$ cat config.mk
export PLATFORM = sky130hd
export DESIGN_NAME = subword_mem_ctrl_flat
export DESIGN_NICKNAME = d
export VERILOG_FILES = /design/src/rtl/subword_mem_ctrl_if.sv /design/src/rtl/subword_mem_ctrl.sv /design/src/flat_wrapper.sv
export SDC_FILE = /design/constraint.sdc
export NUM_CORES = 1
export LEC_CHECK = 0
export BUFFER_PORTS_ARGS = -buffer_cell sky130_fd_sc_hd__buf_2
export CELL_PAD_IN_SITES_DETAIL_PLACEMENT = 1
export CELL_PAD_IN_SITES_GLOBAL_PLACEMENT = 1
export CORE_MARGIN = 5
export CORE_UTILIZATION = 29
export DETAILED_ROUTE_END_ITERATION = 6
export PLACE_DENSITY_LB_ADDON = 0.1
export SLEW_MARGIN = 20
export SYNTH_ARGS = -nofsm -noshare
export SYNTH_HDL_FRONTEND = slang
export SYNTH_SLANG_ARGS = --single-unit
$ cat constraint.sdc
create_clock -name Clk -period 2.1 [get_ports Clk]
set_clock_uncertainty 0.05 [all_clocks]
set_input_delay 0.315 -clock Clk [delete_from_list [all_inputs] [get_ports Clk]]
set_output_delay 0.315 -clock Clk [all_outputs]
set_load 0.03 [all_outputs]
$ cat src/rtl/subword_mem_ctrl_if.sv
// Bundle between the EX/MEM stage, the memory-access controller and the DataMemory BRAM port.
// Handshake: a request (MemRead/MemWrite with address and data) is held unchanged by the
// pipeline for every cycle in which MEM_Stall is 1; it completes in the first cycle with MEM_Stall 0.
interface subword_mem_ctrl_if;
   logic [31:0] EX_MEM_Address;
   logic [31:0] EX_MEM_WriteData;
   logic        EX_MEM_MemWrite;
   logic        EX_MEM_MemRead;
   logic        EX_MEM_HalfControl;
   logic        EX_MEM_ByteControl;
   logic        EX_MEM_Unsigned;
   logic [31:0] DM_ReadData;
   logic [31:0] DM_Address;
   logic [31:0] DM_WriteData;
   logic        DM_MemWrite;
   logic [31:0] MEM_LoadData;
   logic        MEM_Stall;
   logic        MEM_Misaligned;

   modport slave (
      input  EX_MEM_Address, EX_MEM_WriteData, EX_MEM_MemWrite, EX_MEM_MemRead,
      input  EX_MEM_HalfControl, EX_MEM_ByteControl, EX_MEM_Unsigned, DM_ReadData,
      output DM_Address, DM_WriteData, DM_MemWrite, MEM_LoadData, MEM_Stall, MEM_Misaligned
   );

   modport master (
      output EX_MEM_Address, EX_MEM_WriteData, EX_MEM_MemWrite, EX_MEM_MemRead,
      output EX_MEM_HalfControl, EX_MEM_ByteControl, EX_MEM_Unsigned, DM_ReadData,
      input  DM_Address, DM_WriteData, DM_MemWrite, MEM_LoadData, MEM_Stall, MEM_Misaligned
   );
endinterface

$ cat src/rtl/subword_mem_ctrl.sv
// Memory-access stage: sub-word stores become a read-modify-write against a word-only BRAM,
// sub-word loads are lane-extracted and sign/zero-extended from the returned word.
module subword_mem_ctrl #(
   parameter int WORD_ADDR_BITS = 10,
   parameter bit LANE_LITTLE    = 1'b1
) (
   input  logic                  Clk,
   input  logic                  Rst_n,
   subword_mem_ctrl_if.slave     bus,
   output logic                  dbg_state_o
);

   typedef enum logic {IDLE = 1'b0, RMW_WRITE = 1'b1} state_t;

   state_t      state_q;
   logic [31:0] merge_q, merge_d;

   logic [31:0] addr;
   logic        in_idle, is_half, is_byte, is_sub;
   logic        misaligned, word_store, sub_store, load_ok;
   logic [4:0]  lane_sh;
   logic [31:0] lane_mask;
   logic [15:0] lane_half;
   logic [7:0]  lane_byte;
   logic [31:0] load_d;

   assign addr = bus.EX_MEM_Address;

   always_comb begin
      in_idle    = (state_q == IDLE);
      is_half    = bus.EX_MEM_HalfControl;
      is_byte    = bus.EX_MEM_ByteControl & ~bus.EX_MEM_HalfControl;
      is_sub     = is_half | is_byte;
      misaligned = in_idle & is_half & addr[0] & (bus.EX_MEM_MemRead | bus.EX_MEM_MemWrite);
      word_store = in_idle & bus.EX_MEM_MemWrite & ~is_sub;
      sub_store  = in_idle & bus.EX_MEM_MemWrite & is_sub & ~misaligned;
      load_ok    = in_idle & bus.EX_MEM_MemRead & ~bus.EX_MEM_MemWrite & ~misaligned;

      // Big-lane builds mirror the offset so offset 0 lands in the top byte/half.
      if (is_half) lane_sh = LANE_LITTLE ? {addr[1], 4'b0000} : {~addr[1], 4'b0000};
      else         lane_sh = LANE_LITTLE ? {addr[1:0], 3'b000} : {~addr[1:0], 3'b000};

      lane_mask = (is_half ? 32'h0000_FFFF : 32'h0000_00FF) << lane_sh;
      merge_d   = (bus.DM_ReadData & ~lane_mask) | ((bus.EX_MEM_WriteData << lane_sh) & lane_mask);
      lane_half = 16'(bus.DM_ReadData >> lane_sh);
      lane_byte = 8'(bus.DM_ReadData >> lane_sh);

      load_d = '0;
      if (load_ok) begin
         if (is_half)      load_d = {{16{~bus.EX_MEM_Unsigned & lane_half[15]}}, lane_half};
         else if (is_byte) load_d = {{24{~bus.EX_MEM_Unsigned & lane_byte[7]}}, lane_byte};
         else              load_d = bus.DM_ReadData;
      end
   end

   always_ff @(posedge Clk or negedge Rst_n) begin
      if (!Rst_n) begin
         state_q <= IDLE;
         merge_q <= '0;
      end else begin
         case (state_q)
            IDLE: begin
               if (sub_store) begin
                  merge_q <= merge_d;
                  state_q <= RMW_WRITE;
               end
            end
            RMW_WRITE: state_q <= IDLE;
            default:   state_q <= IDLE;
         endcase
      end
   end

   assign bus.DM_Address     = {addr[31:WORD_ADDR_BITS+2], addr[WORD_ADDR_BITS+1:2], 2'b00};
   assign bus.DM_WriteData   = in_idle ? bus.EX_MEM_WriteData : merge_q;
   // Gating with Rst_n aborts an in-flight merge write the instant reset asserts.
   assign bus.DM_MemWrite    = Rst_n & (word_store | ~in_idle);
   assign bus.MEM_Stall      = sub_store;
   assign bus.MEM_Misaligned = misaligned;
   assign bus.MEM_LoadData   = load_d;
   assign dbg_state_o        = state_q;

endmodule

$ cat src/flat_wrapper.sv
// flat-port wrapper written by rule: the top's interface ports become plain ports
module subword_mem_ctrl_flat 
#(
   parameter int WORD_ADDR_BITS = 10,
   parameter bit LANE_LITTLE    = 1'b1
)
  (Clk, Rst_n, dbg_state_o, bus_EX_MEM_Address, bus_EX_MEM_WriteData, bus_EX_MEM_MemWrite, bus_EX_MEM_MemRead, bus_EX_MEM_HalfControl, bus_EX_MEM_ByteControl, bus_EX_MEM_Unsigned, bus_DM_ReadData, bus_DM_Address, bus_DM_WriteData, bus_DM_MemWrite, bus_MEM_LoadData, bus_MEM_Stall, bus_MEM_Misaligned);
  subword_mem_ctrl_if bus_i ();
  input  logic Clk;
  input  logic Rst_n;
  output logic dbg_state_o;
  input wire logic [$bits(bus_i.EX_MEM_Address)-1:0] bus_EX_MEM_Address;
  input wire logic [$bits(bus_i.EX_MEM_WriteData)-1:0] bus_EX_MEM_WriteData;
  input wire logic [$bits(bus_i.EX_MEM_MemWrite)-1:0] bus_EX_MEM_MemWrite;
  input wire logic [$bits(bus_i.EX_MEM_MemRead)-1:0] bus_EX_MEM_MemRead;
  input wire logic [$bits(bus_i.EX_MEM_HalfControl)-1:0] bus_EX_MEM_HalfControl;
  input wire logic [$bits(bus_i.EX_MEM_ByteControl)-1:0] bus_EX_MEM_ByteControl;
  input wire logic [$bits(bus_i.EX_MEM_Unsigned)-1:0] bus_EX_MEM_Unsigned;
  input wire logic [$bits(bus_i.DM_ReadData)-1:0] bus_DM_ReadData;
  output wire logic [$bits(bus_i.DM_Address)-1:0] bus_DM_Address;
  output wire logic [$bits(bus_i.DM_WriteData)-1:0] bus_DM_WriteData;
  output wire logic [$bits(bus_i.DM_MemWrite)-1:0] bus_DM_MemWrite;
  output wire logic [$bits(bus_i.MEM_LoadData)-1:0] bus_MEM_LoadData;
  output wire logic [$bits(bus_i.MEM_Stall)-1:0] bus_MEM_Stall;
  output wire logic [$bits(bus_i.MEM_Misaligned)-1:0] bus_MEM_Misaligned;
  assign bus_i.EX_MEM_Address = bus_EX_MEM_Address;
  assign bus_i.EX_MEM_WriteData = bus_EX_MEM_WriteData;
  assign bus_i.EX_MEM_MemWrite = bus_EX_MEM_MemWrite;
  assign bus_i.EX_MEM_MemRead = bus_EX_MEM_MemRead;
  assign bus_i.EX_MEM_HalfControl = bus_EX_MEM_HalfControl;
  assign bus_i.EX_MEM_ByteControl = bus_EX_MEM_ByteControl;
  assign bus_i.EX_MEM_Unsigned = bus_EX_MEM_Unsigned;
  assign bus_i.DM_ReadData = bus_DM_ReadData;
  assign bus_DM_Address = bus_i.DM_Address;
  assign bus_DM_WriteData = bus_i.DM_WriteData;
  assign bus_DM_MemWrite = bus_i.DM_MemWrite;
  assign bus_MEM_LoadData = bus_i.MEM_LoadData;
  assign bus_MEM_Stall = bus_i.MEM_Stall;
  assign bus_MEM_Misaligned = bus_i.MEM_Misaligned;
  subword_mem_ctrl #(.WORD_ADDR_BITS(WORD_ADDR_BITS), .LANE_LITTLE(LANE_LITTLE)) u_core (.Clk(Clk), .Rst_n(Rst_n), .bus(bus_i), .dbg_state_o(dbg_state_o));
endmodule
* After elaboration in Yosys (flattened, before gate mapping) *
Cells that the tools add are included.
Widths: inputs -> output; s select.

cells by class
  multiplexer cells = 8
  reduce and logical (&&, ||, !) cells = 1
  shift operators = 3
  bitwise logic cells = 27

operators with widths
  operator          number
  $mux 32           4
  $and 32x32->32    2
  $not 32->32       1
  $or 32x32->32     1
  $shl 16x5->32     1
  $shl 32x5->32     1
  $shr 32x5->16     1
  $mux 16           1
  $and 1x1->1       14
  $not 1->1         6
  $mux 4            1
  $or 1x1->1        3
  $pmux 1 s2        1
  $reduce_and 2->1  1
  $mux 1            1

storage, ports and cells
  bits in registers = 33
  bits of input ports = 103
  output and inout bits = 100
  logic and storage cells = 41

* Depth between registers and ports, before layout *
  depth after elaboration = 8
  depth in mapped cells = 7
  mapped depth without buffers = 4

* Worst setup path after synthesis *
Ideal clock, no wire load.

  path type = reg2out
  from = register u_core.state_q (netlist: u_core.dbg_state_o)
  to = output port bus_MEM_LoadData[10]
  stages on the path, launching flop included = 7
  path slack = -0.212 ns
  arrival time = 1.947 ns
  data required time = 1.735 ns
  buffers on the path = 2
  cells stage by stage = dfrtp_1 > buf_2 > nor2_1 > and3_1 > buf_4 > nand3_2 > a211oi_1

on the way
  cells in the longest elaborated chain, start to end = 7
  elaborated cells on any way between the ends = 9
  those cells by class = mux: 1; bitwise: 8

ends and longest elaborated chain
  what                      line                    text
  from (decl)               subword_mem_ctrl.sv:15  state_t state_q;
  from (signal assigned)    subword_mem_ctrl.sv:58  state_q <= IDLE;
  from (signal assigned)    subword_mem_ctrl.sv:65  state_q <= RMW_WRITE;
  from (signal assigned)    subword_mem_ctrl.sv:68  RMW_WRITE: state_q <= IDLE;
  $not 1->1 (*)             subword_mem_ctrl.sv:30  in_idle = (state_q == IDLE);
  $and 1x1->1 (3 in a row)  subword_mem_ctrl.sv:34  misaligned = in_idle & is_half & addr[0] & (bus.EX_MEM_MemRead | bus.EX_MEM_MemWrite);
  $not 1->1                 subword_mem_ctrl.sv:37  load_ok = in_idle & bus.EX_MEM_MemRead & ~bus.EX_MEM_MemWrite & ~misaligned;
  $and 1x1->1 (*)           subword_mem_ctrl.sv:37
  $mux 32 (*)               subword_mem_ctrl.sv:49  if (load_ok) begin
  to (decl)                 flat_wrapper.sv:23      output wire logic [$bits(bus_i.MEM_LoadData)-1:0] bus_MEM_LoadData;

Every way passes the cells marked *; elsewhere a longest branch is shown, timed or not.

* Worst setup path after layout *
  from = register u_core.state_q (netlist: u_core.dbg_state_o)
  to = output port bus_MEM_LoadData[7]

The elaborated chain is that of the path after synthesis.

==> impl_metrics.toml <==
[synthesis]
yosys.area.top_type_share_pct = 27.1
yosysUniqueCellTypes = 36
gate_count_of_the_mapped_netlist = 345
ys_seq_area_share_pct = 27.1
synthTopCellsByArea = "dfrtp_1 27%, mux2i_1 13%, mux2_2 13%, buf_4 9.4%, nor2_1 4.4%"
syn_area_um2 = 3050
syn_area_per_cell_um2 = 8.83
ys.warnings.count = 0
async_flop_share_pct = 100
synth_top_cell_by_area = "dfrtp_1"
post_synth_edffs = 0
synth_top_flop_cell = "dfrtp_1"
post_synth_most_frequent_cells = "41 x mux2i_1, 38 x buf_4, 36 x nor2_1, 35 x mux2_2"
most_repeated_cell_in_the_gate_level_netlist_after_synthesis = "mux2i_1"
synth_seq_cells = 33

[layout]
fin_nets = 556
antenna_cells = 0
fillers = 1286
fin_cells = 590
post_route_cells_drive_above_1_share_pct = 53.7
flow.area_growth_from_synthesis_pct = 27.4
final_util_pct = 37.8

[worst_setup_path]
delay_contributed_by_the_slowest_stage_of_the_critical_path_ps = 420
worst_ep_required_time_ps = 1740
critical-path-slowest-cell = "dfrtp_1"
register_to_register_setup_slack_ps = 480
worstReg2RegStart = "u_core.dbg_state_o"
crit_path_cell_trace = "nor2_1 -> and3_4 -> buf_4 -> inv_1 -> a31oi_1 -> buf_4"
setup.worst_path.end_class = "output port"
worst_ep_arrival_time_ps = 1710
largest_fanout_on_the_critical_path = 8
cp_num_buf_inv = 3
path_common_cell = "buf_4"
cp_top_family = "buffers and inverters"
startpoint_type = "register"
criticalPathCategory = "reg -> out"
r2r-end = "u_core.merge_q[11]"
ff2ff_path_depth = 5

[clocking]
cts.clk_slew.worst_paths_ps = 80
insertion_delay_ps = 290
clk_root_buffer_cell = "clkbuf_8"
post-cts-setup-buffers = 0
numCtsBuffers = 5
htree_levels = 2
tritoncts = "done"
cts.sink_count = 33
postCtsHoldBufs = 0
clk_path_buf_depth = 2

[place]
dp_cells = 582
port-buffer-count = 140
final_weighted_congestion_in_routability_driven_placement = 0.804
dpl_worst_slack_ps = 78.8
dpl.hpwl_mm = 9.22

[job]
drv_cap = 0

[routing]
ant_nets = 0
remaining_drc_errors = 0
firstDrtPassIters = 4
detail_routed_via_count_per_cell = 4.98
dr_total_vias = 2937
routed_wire_length_mm = 11.7
drt_first_iter_violations = 71
post_drt_wl_per_cell_um = 19.9

[timing]
timing.final.setup_violations = 0
fmax_mhz = 482
tns_ps = 0
setup_ws_ps = 26.6
rsz0062_at_grt = "true"
final_max_slew_viol_count = 0
timing.final.crit_share_pct = 98.7
finalWorstPathRequiredPeriod_ps = 2070
hold_viol = 0

[floorplan]
ioPinCount = 203
dieHeight_um = 112
core_um2 = 10300
num_rows = 37
fp.dieArea_um2 = 12700
initial_utilization_pct = 29.6
dieWidth_um = 112

[power_and_ir_drop]
p_leak_nw = 1.94
power-per-cell-area_nw_per_um2 = 590
ir_drop_mv = 0.190

[outcome]
run_status = "finished clean"

[grt]
wire_length_of_the_first_global_routing_pass_mm = 17.9
initial_antenna_violation_count = 0
grt.total_usage_pct = 17.9
grt_pass1_vias = 3169
grt_overflow = 0
pin_count_of_the_biggest_net_entering_global_routing = 37

[hold_path]
worst_hold_path_type = "in -> async"
==> metrics by stage <==
step	area, um^2	total power [mW]	hold slack, ps
after floorplan	3070	1.57	-30.6
after global placement	3700	1.78	388
after detailed placement	3700	1.79	397
after CTS	3840	2.31	74.6
after global routing	3880	2.42	86.6
final	3880	2.29	37.3
==> flip-flops by register name, indices dropped and copies added, names as in the netlist <==
register and flops:
u_core.merge_q 32, u_core.dbg_state_o 1
==> worst max-delay path by stage <==
stage | from | endpoint | slack, ps | depth (start not counted)
after global routing | u_core.dbg_state_o | bus_MEM_LoadData[11] | -30 | 5
after global placement | bus_EX_MEM_Address[0] | bus_MEM_LoadData[7] | 100 | 8
after floorplan | u_core.dbg_state_o | bus_MEM_LoadData[10] | -210 | 6
after detailed placement | bus_EX_MEM_Address[1] | bus_MEM_LoadData[11] | 80 | 6
final | u_core.dbg_state_o | bus_MEM_LoadData[7] | 30 | 6
after CTS | u_core.dbg_state_o | bus_MEM_LoadData[24] | 5 | 6
==> final cells by class <==
class / instances / area (um^2) / share of cell area [%]
tap: 136 / 170 / 4.39
timing repair buffer: 160 / 897 / 23.1
clock inverter: 2 / 10.0 / 0.258
sequential: 33 / 826 / 21.3
clock buffer: 6 / 72.6 / 1.87
inverter: 3 / 11.3 / 0.290
multi-input combinational: 250 / 1890 / 48.8
==> kinds of logic (layout without fill, tap and decap cells) <==
logic type / count (synthesis) / after routing / share of synthesized area (%)
compound gates: 64 / 64 / 13.1
flops: 33 / 33 / 27.1
mux: 81 / 81 / 28.9
buf+inv: 63 / 171 / 14.1
other cells: 1 / 2 / 0.123
simple gates: 103 / 103 / 16.6
==> report_power, final <==
| group | leakage, nW | switching (mW) | internal [mW] |
|---|---|---|---|
| logic | 1.49 | 0.600 | 0.364 |
| registers | 0.411 | 0.0690 | 0.763 |
| clock network | 0.0450 | 0.264 | 0.230 |
==> what timing repair did <==
action                                  4_1_cts  5_1_grt
endpoints found under the hold margin         0        0
resized for setup                            15       12
pin swaps                                     0        3
endpoints found under the setup margin       40       13
==> routing by layer <==
| metal | up-vias | track usage [%] | wire [um] |
|---|---|---|---|
| met2 | 117 | 30.2 | 5530 |
| li1 | 1385 | - | - |
| met1 | 1420 | 22.8 | 5340 |
| met3 | 15 | 3.99 | 664 |
| met5 | - | 0 | 0 |
| met4 | 0 | 5.69 | 190 |
==> worst reg2reg max path: stages, from the launching register on <==
cell	delay (ps)
dfrtp_1	410
buf_6	340
nor2b_1	160
o21ai_4	110
buf_4	290
o21ai_0	140
==> layout by cell type, fill, tap and decap left out, drive strengths merged, types with 7 or more instances in the layout <==
cell type	n
o221a	7
dfrtp	33
nor3	9
nor2	39
mux2i	41
nor3b	7
clkbuf	7
a21oi	10
a211oi	8
nand2	33
o21ai	35
buf	159
mux2	40
Note: power is estimated with default switching activity, not from simulation.
